File: config.mk
export PLATFORM = sky130hd
export DESIGN_NAME = cpu_bus_arbiter
export DESIGN_NICKNAME = d
export VERILOG_FILES = /design/src/rtl/cpu_bus_arbiter.sv
export SDC_FILE = /design/constraint.sdc
export NUM_CORES = 1
export LEC_CHECK = 0
export ABC_AREA = 1
export ABC_CLOCK_PERIOD_IN_PS = 2900
export BUFFER_PORTS_ARGS = -buffer_cell sky130_fd_sc_hd__buf_2
export CAP_MARGIN = 30
export CORE_ASPECT_RATIO = 1.25
export CORE_MARGIN = 3
export CORE_UTILIZATION = 44
export CTS_BUF_LIST = sky130_fd_sc_hd__clkbuf_4
export DETAILED_ROUTE_END_ITERATION = 10
export PLACE_DENSITY = 0.73
export SYNTH_ARGS = -nofsm -noshare
export SYNTH_HDL_FRONTEND = slang
export SYNTH_SLANG_ARGS = --single-unit
export TNS_END_PERCENT = 50
File: constraint.sdc
create_clock -name iCLK -period 2.9 [get_ports iCLK]
set_input_delay 0.29 -clock iCLK [delete_from_list [all_inputs] [get_ports iCLK]]
set_output_delay 0.29 -clock iCLK [all_outputs]
set_load 0.02 [all_outputs]
File: src/rtl/cpu_bus_arbiter.sv
// Round-robin arbiter merging NCH CPU memory masters onto one memory bus.
// Fixed memory read latency LAT; all outputs registered.
//
// Ports:
//   iCLK, iRST         clock, synchronous active-low reset
//   iReq/iWe/iBE       per-channel request, write flag, byte enables (packed)
//   iAddr/iWData       per-channel address and write data (packed, ch0 in LSBs)
//   oGnt               one-hot grant during the strobe cycle
//   oValid             one-hot completion pulse
//   oRData             captured read data, held between reads
//   oMemRE/oMemWE      memory read / write strobes
//   oMemBE/oMemAddr    memory byte enables and address
//   oMemWData          memory write data
//   iMemRData          memory read data
module cpu_bus_arbiter #(
    parameter int NCH    = 2,
    parameter int ADDR_W = 32,
    parameter int DATA_W = 32,
    parameter int LAT    = 1
) (
    input  logic                       iCLK,
    input  logic                       iRST,
    input  logic [NCH-1:0]             iReq,
    input  logic [NCH-1:0]             iWe,
    input  logic [NCH*(DATA_W/8)-1:0]  iBE,
    input  logic [NCH*ADDR_W-1:0]      iAddr,
    input  logic [NCH*DATA_W-1:0]      iWData,
    output logic [NCH-1:0]             oGnt,
    output logic [NCH-1:0]             oValid,
    output logic [DATA_W-1:0]          oRData,
    output logic                       oMemRE,
    output logic                       oMemWE,
    output logic [DATA_W/8-1:0]        oMemBE,
    output logic [ADDR_W-1:0]          oMemAddr,
    output logic [DATA_W-1:0]          oMemWData,
    input  logic [DATA_W-1:0]          iMemRData
);

    localparam int BW = DATA_W / 8;
    localparam int CW = (NCH > 1) ? $clog2(NCH) : 1;

    typedef enum logic [1:0] {
        sIdle,
        sStrobe,
        sWait,
        sResp
    } stateT;

    stateT             state;
    stateT             nxtState;
    logic [CW-1:0]     rrPtr;
    logic [CW-1:0]     nxtRrPtr;
    logic [CW-1:0]     curCh;
    logic [CW-1:0]     nxtCh;
    logic              curWe;
    logic              nxtWe;
    logic [2:0]        cnt;
    logic [2:0]        nxtCnt;

    logic [NCH-1:0]    nxtGnt;
    logic [NCH-1:0]    nxtValid;
    logic [DATA_W-1:0] nxtRData;
    logic              nxtMemRE;
    logic              nxtMemWE;
    logic [BW-1:0]     nxtMemBE;
    logic [ADDR_W-1:0] nxtMemAddr;
    logic [DATA_W-1:0] nxtMemWData;

    // Round-robin pick: first requester at or after rrPtr.
    // The wrap uses a compare so non-power-of-2 NCH works.
    logic              hit;
    logic [CW-1:0]     winner;
    logic              pickWe;
    logic [BW-1:0]     pickBe;
    logic [ADDR_W-1:0] pickAddr;
    logic [DATA_W-1:0] pickWData;

    always_comb begin : pickBlk
        int j;
        j         = 0;
        hit       = 1'b0;
        winner    = '0;
        pickWe    = 1'b0;
        pickBe    = '0;
        pickAddr  = '0;
        pickWData = '0;
        for (int k = 0; k < NCH; k++) begin
            j = int'(rrPtr) + k;
            if (j >= NCH) begin
                j = j - NCH;
            end
            if (!hit && iReq[j]) begin
                hit       = 1'b1;
                winner    = CW'(j);
                pickWe    = iWe[j];
                pickBe    = iBE[j*BW +: BW];
                pickAddr  = iAddr[j*ADDR_W +: ADDR_W];
                pickWData = iWData[j*DATA_W +: DATA_W];
            end
        end
    end

    // Next-state and next-output logic; everything lands in registers.
    always_comb begin
        nxtState    = state;
        nxtRrPtr    = rrPtr;
        nxtCh       = curCh;
        nxtWe       = curWe;
        nxtCnt      = cnt;
        nxtGnt      = '0;
        nxtValid    = '0;
        nxtRData    = oRData;
        nxtMemRE    = 1'b0;
        nxtMemWE    = 1'b0;
        nxtMemBE    = oMemBE;
        nxtMemAddr  = oMemAddr;
        nxtMemWData = oMemWData;
        unique case (state)
            sIdle: begin
                if (hit) begin
                    nxtCh          = winner;
                    nxtWe          = pickWe;
                    nxtGnt[winner] = 1'b1;
                    nxtMemRE       = ~pickWe;
                    nxtMemWE       = pickWe;
                    nxtMemBE       = pickBe;
                    nxtMemAddr     = pickAddr;
                    nxtMemWData    = pickWData;
                    nxtState       = sStrobe;
                end
            end
            sStrobe: begin
                nxtCnt   = 3'(LAT - 1);
                nxtState = sWait;
            end
            sWait: begin
                if (cnt == 3'd0) begin
                    if (!curWe) begin
                        nxtRData = iMemRData;
                    end
                    nxtValid[curCh] = 1'b1;
                    nxtState        = sResp;
                end else begin
                    nxtCnt = cnt - 3'd1;
                end
            end
            sResp: begin
                if (curCh == CW'(NCH - 1)) begin
                    nxtRrPtr = '0;
                end else begin
                    nxtRrPtr = curCh + CW'(1);
                end
                nxtState = sIdle;
            end
            default: begin
                nxtState = sIdle;
            end
        endcase
    end

    always_ff @(posedge iCLK) begin
        if (!iRST) begin
            state     <= sIdle;
            rrPtr     <= '0;
            curCh     <= '0;
            curWe     <= 1'b0;
            cnt       <= '0;
            oGnt      <= '0;
            oValid    <= '0;
            oRData    <= '0;
            oMemRE    <= 1'b0;
            oMemWE    <= 1'b0;
            oMemBE    <= '0;
            oMemAddr  <= '0;
            oMemWData <= '0;
        end else begin
            state     <= nxtState;
            rrPtr     <= nxtRrPtr;
            curCh     <= nxtCh;
            curWe     <= nxtWe;
            cnt       <= nxtCnt;
            oGnt      <= nxtGnt;
            oValid    <= nxtValid;
            oRData    <= nxtRData;
            oMemRE    <= nxtMemRE;
            oMemWE    <= nxtMemWE;
            oMemBE    <= nxtMemBE;
            oMemAddr  <= nxtMemAddr;
            oMemWData <= nxtMemWData;
        end
    end

endmodule

# Yosys cells after proc, flatten, opt, wreduce, memory -nomap -nowiden
# Index checks and enable logic that the tools add are counted.
[op_classes]
addsub = 5
n_lt_le_gt_ge = 8
eq_ne = 6
n_shift = 6
n_mux = 36
bitwise = 2
reduce_logical = 13
[op_table]
columns = ["op", "n"]
rows = [
  ["variable part select 64 x 32 -> 32 bit", 4],
  ["two-way mux 32 bit", 6],
  ["< comparator 32 x 3 -> 1 bit (second input constant)", 2],
  ["variable part select 8 x 32 -> 4 bit", 2],
  ["two-way mux 1 bit", 21],
  ["AND reduction 3 bit", 3],
  ["two-way mux 4 bit", 2],
  ["case mux 2 bit (4 select lines)", 1],
  ["!= test 2 bit (second input constant)", 3],
  ["case mux 3 bit (2 select lines)", 1],
  ["AND reduction 2 bit", 3],
  ["== test 2 bit (second input constant)", 2],
  ["< comparator 1 x 2 -> 1 bit (second input constant)", 2],
  ["two-way mux 2 bit", 2],
  ["logical AND 1 bit", 3],
  ["zero test 3 bit", 1],
  ["two-way mux 3 bit", 1],
  ["subtractor 1 x 2 -> 3 bit (second input constant)", 1],
  ["subtractor 2 x 2 -> 3 bit (second input constant)", 1],
  ["subtractor 3 x 1 -> 3 bit (second input constant)", 1],
  ["adder 1 x 1 -> 2 bit (second input constant)", 1],
  ["demux 1 bit (select 1 bit)", 2],
  ["== test 2 x 1 -> 1 bit (second input constant)", 1],
  [">= comparator 1 bit (second input constant)", 2],
  ["7 further kinds", 8],
]
[word_totals]
register_bits = 114
inputBits = 174
out_inout_bits = 106
wordCells = 89

# Depth between registers and ports, before layout
# Gate-level depths: netlist of the first run.
[logic_depth]
word_depth = 13
mapped_depth = 11
depth_no_buf = 8

# Worst setup path before layout of the first run
# Ideal clock, no wire load.
[synth_timing]
path_kind = "flip-flop to flip-flop"
startpoint = "register cnt[0]"
endpoint = "register oRData[0]"
arrival_ps = 1393
t_required_ps = 2784
slack_ps = 1391
path_stages_with_launch = 10
path_cell_list = "dfxtp_1 > inv_1 > ha_1 > ha_1 > nand2_1 > nor2_1 > inv_1 > clkbuf_1 > nor2_1 > nor2_1"
[synth_via]
elab_chain_len = 2
[synth_rtl]
columns = ["element", "line_no", "text"]
rows = [
  ["start: declaration", "57", "logic [2:0] cnt;"],
  ["start signal: assignment", "181", "cnt <= nxtCnt;"],
  ["zero test 3 bit", "137", "if (cnt == 3'd0) begin"],
  ["AND reduction 3 bit (no line)", "n/a", ""],
  ["end signal: assignment", "184", "oRData <= nxtRData;"],
  ["end: declaration", "30", "output logic [DATA_W-1:0] oRData,"],
]
# Every way passes these cells.
# A chain may end at the register's enable or synchronous reset.

# Final worst setup path of the first run
[layout_timing]
startpoint = "register rrPtr"
endpoint = "register state[1]"
[layout_via]
elab_chain_len = 11
elab_cells_between_ends = 19
classes_between = "add/sub: 3; order compare: 2; eq/ne: 1; mux: 10; reduce/logical: 3"
[layout_rtl]
columns = ["element", "line_no", "text"]
rows = [
  ["start: declaration", "51", "logic [CW-1:0] rrPtr;"],
  ["start signal: assignment", "178", "rrPtr <= nxtRrPtr;"],
  ["subtractor 1 x 2 -> 3 bit or >= comparator 1 x 2 -> 1 bit (tied branches)", "90, 89", ""],
  ["two-way mux 32 bit", "89", "if (j >= NCH) begin"],
  ["two-way mux 1 bit (implied by the code) (3 in a row)", "92", "if (!hit && iReq[j]) begin"],
  ["two-way mux 1 bit", "92", ""],
  ["zero test 1 bit", "92", ""],
  ["logical AND 1 bit", "92", ""],
  ["two-way mux 1 bit (*)", "92", ""],
  ["!= test 2 bit (no line) (*)", "n/a", ""],
  ["AND reduction 2 bit (no line) (*)", "n/a", ""],
  ["end signal: assignment", "163", "state <= sIdle;"],
  ["end signal: assignment", "177", "state <= nxtState;"],
  ["end: declaration", "49", "stateT state;"],
]
# Mark *: on every way between the ends. The rest lies on a longest branch, timed or not. The select of a mux whose other input is x is not followed.

==> qor.yml, run 1 <==
routedWlPerCell_um: 12.01
clk_pin_slew_worst_paths_ns: 0.13
fp.dieArea_mm2: 0.01792
layout_common_cells: "sky130_fd_sc_hd__nand2_1, sky130_fd_sc_hd__buf_2, sky130_fd_sc_hd__nor2_1, sky130_fd_sc_hd__dfxtp_1, sky130_fd_sc_hd__inv_1"
cts_buffer_depth: 2
cts_max_level: 4
initial_core_util_pct: 45.42
hold_end: "oMemRE"
timing.critical_path.from_type: "flop"
dr_wl_met2_um: 11010
die-width_um: 120.3
post-cts-setup-buffer-count: 0
layout_min_cycle_time_ns: 1.945
final_common_cell: "sky130_fd_sc_hd__nand2_1"
drv_cap: 0
worst-endpoint-required_ns: 3.30
worst_pin_slew_ns: 0.8574
ys_warnings: 0
timing.hold.ws_ns: 0.1636
final-max-slew-violation-count: 0
met1Wirelength_um: 8513
leakage_nw: 5.523
hold_buffers: 32
power_switching_share_pct: 49.83
maxSlewHeadroom_pct: 42.62
topRoutingLayerUsed: "met4"
cp_data_arrival_time_ns: 2.35
ff2ff_setup_slack_ns: 0.95
max_clock_freq_ghz: 0.5140
port_buffer_cells: 279
grt_pass1_vias: 7469
synth_top_area_share_pct: 36.61
most_area_hungry_cell_type_in_the_yosys_netlist: "sky130_fd_sc_hd__nand2_1"
critPathKind: "reg2reg"
post_detailed_placement_cell_area_mm2: 0.008603
rows: 51
cts_tree: "yes"
place.gp.congestion: 0.8086
numCtsBuffers: 17
post_detailed_route_drc_marker_count: 0
largest_fanout_on_the_critical_path: 70
design.final.nets: 1764
outcome: "completed"
hpwlAfterDp_um: 14250
power.switching_mw: 4.153
cts_root_buf: "sky130_fd_sc_hd__clkbuf_4"
clock_latency_ns: 0.52
ys_async_sr_fraction_pct: 0
finalHoldViolations: 0
syn_avg_cell_area_um2: 5.417
leftover_overflow_at_the_end_of_global_routing: 0
fin_area_mm2: 0.009214
pre_cts_ws_ns: 0.9453
crit_end_category: "flop"
finalWirelength_um: 21730
min_path_cells: 6
postSynthNetCount: 1508
share_comb_of_total_power_pct: 55.5
synth.area.top_cells: "sky130_fd_sc_hd__nand2_1, sky130_fd_sc_hd__dfxtp_1, sky130_fd_sc_hd__nor2_1, sky130_fd_sc_hd__nand3_1, sky130_fd_sc_hd__inv_1"
synth_flop_cell: "sky130_fd_sc_hd__dfxtp_1"
reg2regPathDepth: 7
antenna_violations_before_repair: 1
pwr-share-clk_pct: 14.7
syn_area_mm2: 0.007188
tns_ns: 0
gr_usage_total_pct: 23.77
ys_seq_area_share_pct: 31.75
reg2reg_to: "state[1]"
internal_power_mw: 4.180
cts_resized: 0
setup_ws_post_layout_ns: 0.9546
route.vias.total: 8393
rsz0062_at_grt: "no"
final_min_period_over_clock_period_pct: 67.08
drt_iter0_drc: 437
number_of_sinks_on_the_clock_net: 114
grt_pass1_wl_um: 35040
synth_cell_types: 21
area.growth.synth_to_final_pct: 28.18
power.ir.vdd_worst_mv: 0.6333
drive_gt1_share_pct: 20.80
maximum_clock_skew_at_final_layout_ns: 0.02526
pin_count: 280
synth-edff-count: 0
largest_net_degree_at_the_start_of_global_routing: 97
postSynthCellCount: 1327
power_density_mw_per_mm2: 904.4
share_seq_of_total_power_pct: 29.8
core_area_mm2: 0.01583
drtAntennaViolNets: 0
chipHeight_um: 148.9
min_from: "iWe[0]"
viasPerCell: 4.640
drtPass1Iterations: 5
met3_length_um: 1600
rr_startpoint: "rrPtr"
hold_path_class: "in2reg"
synth.ff_latch_count: 114
power_mw: 8.333
report.final.setup_viol: 0
cells in the mapped netlist (2+ instances only):
master / number
sky130_fd_sc_hd__a21oi_1: 5
sky130_fd_sc_hd__buf_1: 9
sky130_fd_sc_hd__buf_2: 31
sky130_fd_sc_hd__buf_4: 16
sky130_fd_sc_hd__clkbuf_1: 28
sky130_fd_sc_hd__dfxtp_1: 114
sky130_fd_sc_hd__ha_1: 7
sky130_fd_sc_hd__inv_1: 84
sky130_fd_sc_hd__inv_2: 3
sky130_fd_sc_hd__nand2_1: 701
sky130_fd_sc_hd__nand3_1: 74
sky130_fd_sc_hd__nor2_1: 210
sky130_fd_sc_hd__o21ai_0: 36
sky130_fd_sc_hd__or2_2: 2
power groups by stage:
stage	Combinational, mW	Sequential [mW]	Clock (mW)
3_3_place_gp	4.55	2.49	0
3_5_place_dp	4.60	2.51	0
6_report	4.62	2.49	1.22
4_1_cts	4.65	2.48	1.27
5_1_grt	5.26	2.56	1.33
2_1_floorplan	2.67	3.21	0
per-layer routing:
metal	up-vias	global-route usage (%)
met5	-	0
met4	0	8.503
met3	46	6.487
met2	270	44.05
met1	3602	25.85
li1	4475	-
sequential cells by signal, indices dropped and copies added, names as in the netlist:
signal     count
curCh          1
oMemBE         4
cnt            3
oGnt           2
curWe          1
state          2
oMemRE         1
rrPtr          1
oMemAddr      32
oMemWE         1
oMemWData     32
oValid         2
oRData        32
worst max path at each step:
stage / startpoint / end / slack (ns) / cells past startpoint
floorplan: cnt[0] / oRData[0] / 1.39 / 9
global placement: iReq[0] / state[1] / 1.01 / 8
detailed placement: iReq[0] / state[1] / 0.95 / 8
CTS: rrPtr / state[1] / 0.95 / 7
global route: rrPtr / state[1] / 0.79 / 7
finish: rrPtr / state[1] / 0.95 / 7
cells by family (layout without fill, tap and decap cells):
kind of cell / after synthesis / in the layout / synth area share (%)
other cells: 0 / 1 / 0
buf+inv: 172 / 441 / 10.46
fa+ha+maj: 7 / 7 / 1.218
compound gates: 43 / 43 / 3.081
simple gates: 991 / 991 / 53.49
flops: 114 / 114 / 31.75
critical path, stage by stage (launching register included):
cell,delay (ns)
sky130_fd_sc_hd__dfxtp_4,0.41
sky130_fd_sc_hd__nand2_1,0.08
sky130_fd_sc_hd__inv_2,0.06
sky130_fd_sc_hd__nor2_8,0.11
sky130_fd_sc_hd__buf_4,0.62
sky130_fd_sc_hd__nand3_1,0.29
sky130_fd_sc_hd__a21oi_1,0.21
sky130_fd_sc_hd__nor2_1,0.06
cell type report:
cell class | count | area (µm²)
antenna | 1 | 2.502
clock buffer | 17 | 127.6
clock inverter | 15 | 160.2
fill | 1641 | 6611
inverter | 87 | 329.1
multi-input combinational | 1041 | 4167
sequential | 114 | 2286
tap | 212 | 265.3
timing repair buffer | 322 | 1877
metrics by stage:
| stage | util, % | instances |
|---|---|---|
| after floorplan | - | 1327 |
| after global placement | 54.36 | 1744 |
| after detailed placement | 54.36 | 1744 |
| after CTS | 58.21 | 1808 |
| after global routing | 58.22 | 1809 |
| final | 58.22 | 1809 |
(Power assumes the default switching activity.)
==> run 2: changes to the inputs <==
- ABC_CLOCK_PERIOD_IN_PS: 2900 -> 1800
- clock period: 2.9 -> 1.8 ns (I/O delays scaled with it)
==> run 2 against run 1 <==
Effect of this change:
- register-to-register slack got worse by 0.77 ns
- flip-flop and latch count did not move
- via count fell by 0.27%
- global-route usage fell by 0.42 points
- total power rose by 61%
- largest power group unchanged
==> qor.yml, run 2 (synthesis results as in run 1) <==
outcome: "completed"
max_clock_freq_ghz: 0.6178  # +20%
largest_fanout_on_the_critical_path: 53  # -24%
place.gp.congestion: 0.8163  # +0.95%
post_detailed_placement_cell_area_mm2: 0.008666  # +0.73%
pre_cts_ws_ns: 0.2348  # -0.7105 ns
power.switching_mw: 6.566  # +58%
final_min_period_over_clock_period_pct: 89.92  # +23 points
cts_tree: "yes"
core_area_mm2: 0.01583  # unchanged
post_detailed_route_drc_marker_count: 0  # unchanged
leftover_overflow_at_the_end_of_global_routing: 0  # unchanged
hold_end: "oMemWData[15]"
maximum_clock_skew_at_final_layout_ns: 0.01480  # -0.01046 ns
rr_startpoint: "rrPtr"
hold_path_class: "in2reg"
fp.dieArea_mm2: 0.01792  # unchanged
share_comb_of_total_power_pct: 55.8  # +0.3 points
critPathKind: "reg2reg"
power_density_mw_per_mm2: 1447  # +60%
tns_ns: 0  # unchanged
post-cts-setup-buffer-count: 0  # unchanged
antenna_violations_before_repair: 2  # +1
rows: 51  # unchanged
share_seq_of_total_power_pct: 29.8  # about the same
drive_gt1_share_pct: 20.97  # +0.17 points
worst-endpoint-required_ns: 2.26  # -1.04 ns
dr_wl_met2_um: 10910  # -0.85%
cp_data_arrival_time_ns: 2.08  # -0.27 ns
min_from: "iWData[15]"
internal_power_mw: 6.879  # +65%
reg2regPathDepth: 8  # +1
finalHoldViolations: 0  # unchanged
fin_area_mm2: 0.009293  # +0.86%
fin_cells: 1816  # +0.39%
clock_latency_ns: 0.53  # about the same
maxSlewHeadroom_pct: 59.07  # +16 points
clk_pin_slew_worst_paths_ns: 0.12  # about the same
route.vias.total: 8370  # -0.27%
grt_pass1_wl_um: 34480  # -1.6%
report.final.setup_viol: 0  # unchanged
pin_count: 280  # unchanged
drv_cap: 0  # unchanged
layout_common_cells: "sky130_fd_sc_hd__nand2_1, sky130_fd_sc_hd__buf_2, sky130_fd_sc_hd__nor2_1, sky130_fd_sc_hd__dfxtp_1, sky130_fd_sc_hd__inv_1"
power_mw: 13.45  # +61%
ff2ff_setup_slack_ns: 0.18  # -0.77 ns
layout_min_cycle_time_ns: 1.619  # -0.3268 ns
power_switching_share_pct: 48.84  # -1.0 points
timing.critical_path.from_type: "flop"
cts_root_buf: "sky130_fd_sc_hd__clkbuf_4"
pwr-share-clk_pct: 14.4  # -0.3 points
final-max-slew-violation-count: 0  # unchanged
finalWirelength_um: 21570  # -0.74%
numCtsBuffers: 17  # unchanged
cts_max_level: 4  # unchanged
number_of_sinks_on_the_clock_net: 114  # unchanged
design.final.nets: 1770  # +0.34%
initial_core_util_pct: 45.42  # unchanged
grt_pass1_vias: 7415  # -0.72%
chipHeight_um: 148.9  # unchanged
die-width_um: 120.3  # unchanged
viasPerCell: 4.609  # -0.66%
numPlacedInstances: 1749  # +0.29%
port_buffer_cells: 279  # unchanged
worst_pin_slew_ns: 0.6139  # -0.2435 ns
area.growth.synth_to_final_pct: 29.28
gr_usage_total_pct: 23.35  # -0.42 points
reg2reg_to: "oMemAddr[4]"
routedWlPerCell_um: 11.88  # -1.1%
topRoutingLayerUsed: "met4"
drtAntennaViolNets: 0  # unchanged
crit_end_category: "flop"
met3_length_um: 1472  # -8.0%
setup_ws_post_layout_ns: 0.1814  # -0.7732 ns
final_common_cell: "sky130_fd_sc_hd__nand2_1"
leakage_nw: 5.553  # +0.54%
min_path_cells: 7  # +1
drtPass1Iterations: 4  # -1
cts_buffer_depth: 2  # unchanged
power.ir.vdd_worst_mv: 0.8439  # +33%
hpwlAfterDp_um: 14400  # +1.1%
reg.largest.list: "oMemAddr (32), oMemWData (32), oRData (32)"
drt_iter0_drc: 431  # -1.4%
largest_net_degree_at_the_start_of_global_routing: 139  # +43%
met1Wirelength_um: 8590  # +0.90%
run 2: changes by cell type in the layout (fill, tap and decap cells not counted), moves of 2 or more:
cell | previous run | this run
sky130_fd_sc_hd__buf_12 | 6 | 8
sky130_fd_sc_hd__inv_8 | 4 | 0
sky130_fd_sc_hd__inv_6 | 7 | 3
sky130_fd_sc_hd__buf_4 | 6 | 8
sky130_fd_sc_hd__clkinvlp_4 | 2 | 4
sky130_fd_sc_hd__clkinv_4 | 1 | 4
run 2: per-stage QoR:
step           hold slack [ns]  util [%]
2_1_floorplan           0.3149         -
6_report               0.05418     58.72
3_5_place_dp            0.4076     54.76
4_1_cts               0.006493     58.67
3_3_place_gp            0.4022     54.76
5_1_grt                0.03225     58.72
run 2: layout make-up:
class / instances / area (µm²)
antenna: 2 / 5.005
timing repair buffer: 328 / 1953
fill: 1647 / 6533
clock inverter: 15 / 160.2
clock buffer: 17 / 127.6
multi-input combinational: 1041 / 4167
inverter: 87 / 329.1
sequential: 114 / 2286
tap: 212 / 265.3
run 2: worst max-delay path, stage by stage, from the launching register on:
cell	delay, ns
sky130_fd_sc_hd__dfxtp_4	0.40
sky130_fd_sc_hd__nand2_1	0.08
sky130_fd_sc_hd__inv_2	0.06
sky130_fd_sc_hd__nor2_8	0.12
sky130_fd_sc_hd__buf_4	0.50
sky130_fd_sc_hd__nand3_1	0.13
sky130_fd_sc_hd__nand2_1	0.09
sky130_fd_sc_hd__nor2_1	0.04
sky130_fd_sc_hd__nor2_1	0.12
run 2: how the worst max path moves through the flow:
stage | startpoint | to | slack (ns) | depth (start not counted)
after floorplan | cnt[0] | oRData[0] | 0.29 | 9
after global placement | rrPtr | oMemAddr[28] | 0.28 | 8
after detailed placement | rrPtr | oMemWData[27] | 0.23 | 8
after CTS | rrPtr | oMemAddr[4] | 0.19 | 8
after global routing | rrPtr | oMemAddr[4] | -0.001 | 8
final | rrPtr | oMemAddr[4] | 0.18 | 8
run 2: power groups by stage:
stage	combinational, mW	sequential [mW]	clock, mW
3_5_place_dp	7.46	4.05	0
6_report	7.51	4.01	1.93
5_1_grt	8.52	4.11	2.11
2_1_floorplan	4.30	5.18	0
4_1_cts	7.54	3.99	2.00
3_3_place_gp	7.37	4.01	0
run 2: layer usage:
| layer | up-vias | GRT usage, % |
|---|---|---|
| met5 | - | 0 |
| met4 | 0 | 8.447 |
| met3 | 43 | 6.677 |
| met2 | 240 | 42.45 |
| met1 | 3600 | 25.84 |
| li1 | 4487 | - |
run 2: timing repair:
item                                    CTS  global route
resized for setup                         0             1
hold buffers                             33             0
hold endpoints to repair                 33             0
endpoints found under the setup margin    0             2
==> run 3: changes to the inputs <==
- ABC_CLOCK_PERIOD_IN_PS: 1800 -> 1460
- PLACE_DENSITY: 0.73 -> 0.76
- clock period: 1.8 -> 1.46 ns (I/O delays scaled with it)
==> run 3 against run 2 <==
Effect of this change:
- the run now ends with setup timing left
- utilization up 10 points
- setup slack worse by 0.23 ns
- sequential power increased by 24%
- clock-buffer cell count is 2 higher
- routed wire length increased by 18%
- total power grew 37%
- via count grew 10%
- cell count increased by 6.6%
- highest routed layer is now met5
==> qor.yml, run 3 (synthesis results as in run 1) <==
hpwlAfterDp_um: 14920  # +3.6%
drv_cap: 0  # unchanged
cp_data_arrival_time_ns: 1.93  # -0.15 ns
antenna_violations_before_repair: 4  # +2
reg.largest.list: "oMemAddr (32), oMemWData (32), oRData (32)"
outcome: "finished, violations left"
rows: 51  # unchanged
pre_cts_ws_ns: -0.03351  # -0.2683 ns
critPathKind: "reg2reg"
core_area_mm2: 0.01583  # unchanged
worst-endpoint-required_ns: 1.88  # -0.38 ns
pin_count: 280  # unchanged
timing.hold.ws_ns: 0.04577  # -0.008407 ns
cts_root_buf: "sky130_fd_sc_hd__clkbuf_4"
final_min_period_over_clock_period_pct: 103.6  # +14 points
drt_iter0_drc: 516  # +20%
final-max-slew-violation-count: 0  # unchanged
grt_pass1_wl_um: 39100  # +13%
postLayoutCoreUtil_pct: 68.68  # +10 points
timing.critical_path.from_type: "flop"
place.gp.congestion: 0.8368  # +2.5%
number_of_sinks_on_the_clock_net: 114  # unchanged
setup_ws_post_layout_ns: -0.05305  # -0.2345 ns
largest_net_degree_at_the_start_of_global_routing: 63  # -55%
drtPass1Iterations: 5  # +1
power_density_mw_per_mm2: 1698  # +17%
chipHeight_um: 148.9  # unchanged
maxSlewHeadroom_pct: 74.12  # +15 points
largest_fanout_on_the_critical_path: 7  # -87%
routedWlPerCell_um: 13.10  # +10%
gr_usage_total_pct: 26.47  # +3.1 points
drtAntennaViolNets: 0  # unchanged
max_clock_freq_ghz: 0.6609  # +7.0%
clock_latency_ns: 0.53  # about the same
final_common_cell: "sky130_fd_sc_hd__nand2_1"
hold_path_class: "in2reg"
power_mw: 18.46  # +37%
cts_max_level: 4  # unchanged
fp.dieArea_mm2: 0.01792  # unchanged
crit_end_category: "flop"
layout_common_cells: "sky130_fd_sc_hd__nand2_1, sky130_fd_sc_hd__buf_2, sky130_fd_sc_hd__nor2_1, sky130_fd_sc_hd__dlygate4sd3_1, sky130_fd_sc_hd__dfxtp_1"
power.ir.vdd_worst_mv: 0.7398  # -12%
worst_pin_slew_ns: 0.3882  # -0.2258 ns
die-width_um: 120.3  # unchanged
leftover_overflow_at_the_end_of_global_routing: 0  # unchanged
clk_pin_slew_worst_paths_ns: 0.11  # about the same
cts_buffer_depth: 2  # unchanged
post_detailed_route_drc_marker_count: 0  # unchanged
viasPerCell: 4.773  # +3.6%
initial_core_util_pct: 45.42  # unchanged
leakage_nw: 6.187  # +11%
fill_cells: 1360  # -17%
maximum_clock_skew_at_final_layout_ns: 0.01508  # +0.0002821 ns
report.final.setup_viol: 7  # +7
port_buffer_cells: 279  # unchanged
route.vias.total: 9241  # +10%
grt_pass1_vias: 8529  # +15%
violations_in_the_final_reports: "setup timing"
tns_ns: -0.1101  # -0.1101 ns
design.final.nets: 1891  # +6.8%
rsz0062_at_grt: "yes"
area.growth.synth_to_final_pct: 51.21
drive_gt1_share_pct: 23.23  # +2.3 points
finalWirelength_um: 25370  # +18%
cts_tree: "yes"
numCtsBuffers: 17  # unchanged
finalHoldViolations: 0  # unchanged
layout_min_cycle_time_ns: 1.513  # -0.1055 ns
[run 3: area by class of cell]
type	count	area (µm²)	share of cell area (%)
Antenna cell	2	5.005	0.04605
Sequential cell	114	2288	21.05
Clock buffer	19	142.6	1.312
Inverter	87	331.6	3.051
Timing Repair Buffer	448	3318	30.53
Multi-Input combinational cell	1042	4353	40.05
Tap cell	212	265.3	2.440
Clock inverter	12	165.2	1.520
[run 3: final timing paths]
| path | slack, ns | endpoint | from | cells after the start |
|---|---|---|---|---|
| setup / recovery | -0.05 | oRData[31] | cnt[1] | 9 |
| hold / removal | 0.05 | oMemBE[0] | iBE[4] | 7 |
| setup reg to reg | -0.05 | oRData[31] | cnt[1] | 9 |
| hold reg to reg | 0.47 | cnt[2] | cnt[2] | 2 |
[run 3: power by group]
group          switching (mW)  internal (mW)  leakage, nW
clock network            1.22           1.37        0.171
registers               0.625           4.33        0.941
logic                    6.78           4.13         5.07
total                    8.62           9.83         6.19
[run 3: routing by layer]
layer / up-vias / track usage [%] / share of wire [%]
met1: 3995 / 29.11 / 38
met3: 83 / 6.639 / 7.7
li1: 4735 / - / -
met2: 424 / 47.51 / 50
met5: - / 0 / 0.055
met4: 4 / 12.64 / 4.3
[run 3: stage by stage]
stage	instances	instance area (µm²)
after floorplan	1327	7191
after global placement	1766	8884
after detailed placement	1766	8884
after CTS	1928	10520
after global routing	1936	10870
final	1936	10870
[run 3: repair_timing]
item / 4_1_cts / 5_1_grt
setup endpoints to repair: 25 / 105
pin swaps: 0 / 8
gates resized for setup: 4 / 71
hold buffers: 131 / 0
gates cloned: 0 / 6
hold endpoints to repair: 91 / 0
setup buffers: 0 / 0
[run 3: critical path, cell delays in order, from the launching register on]
cell and delay, ns:
sky130_fd_sc_hd__dfxtp_2 0.34, sky130_fd_sc_hd__inv_2 0.07, sky130_fd_sc_hd__ha_4 0.14, sky130_fd_sc_hd__ha_4 0.15, sky130_fd_sc_hd__nand2_4 0.06, sky130_fd_sc_hd__nor2_4 0.21
sky130_fd_sc_hd__inv_4 0.09, sky130_fd_sc_hd__buf_12 0.16, sky130_fd_sc_hd__nor2_4 0.13, sky130_fd_sc_hd__nor2_1 0.06
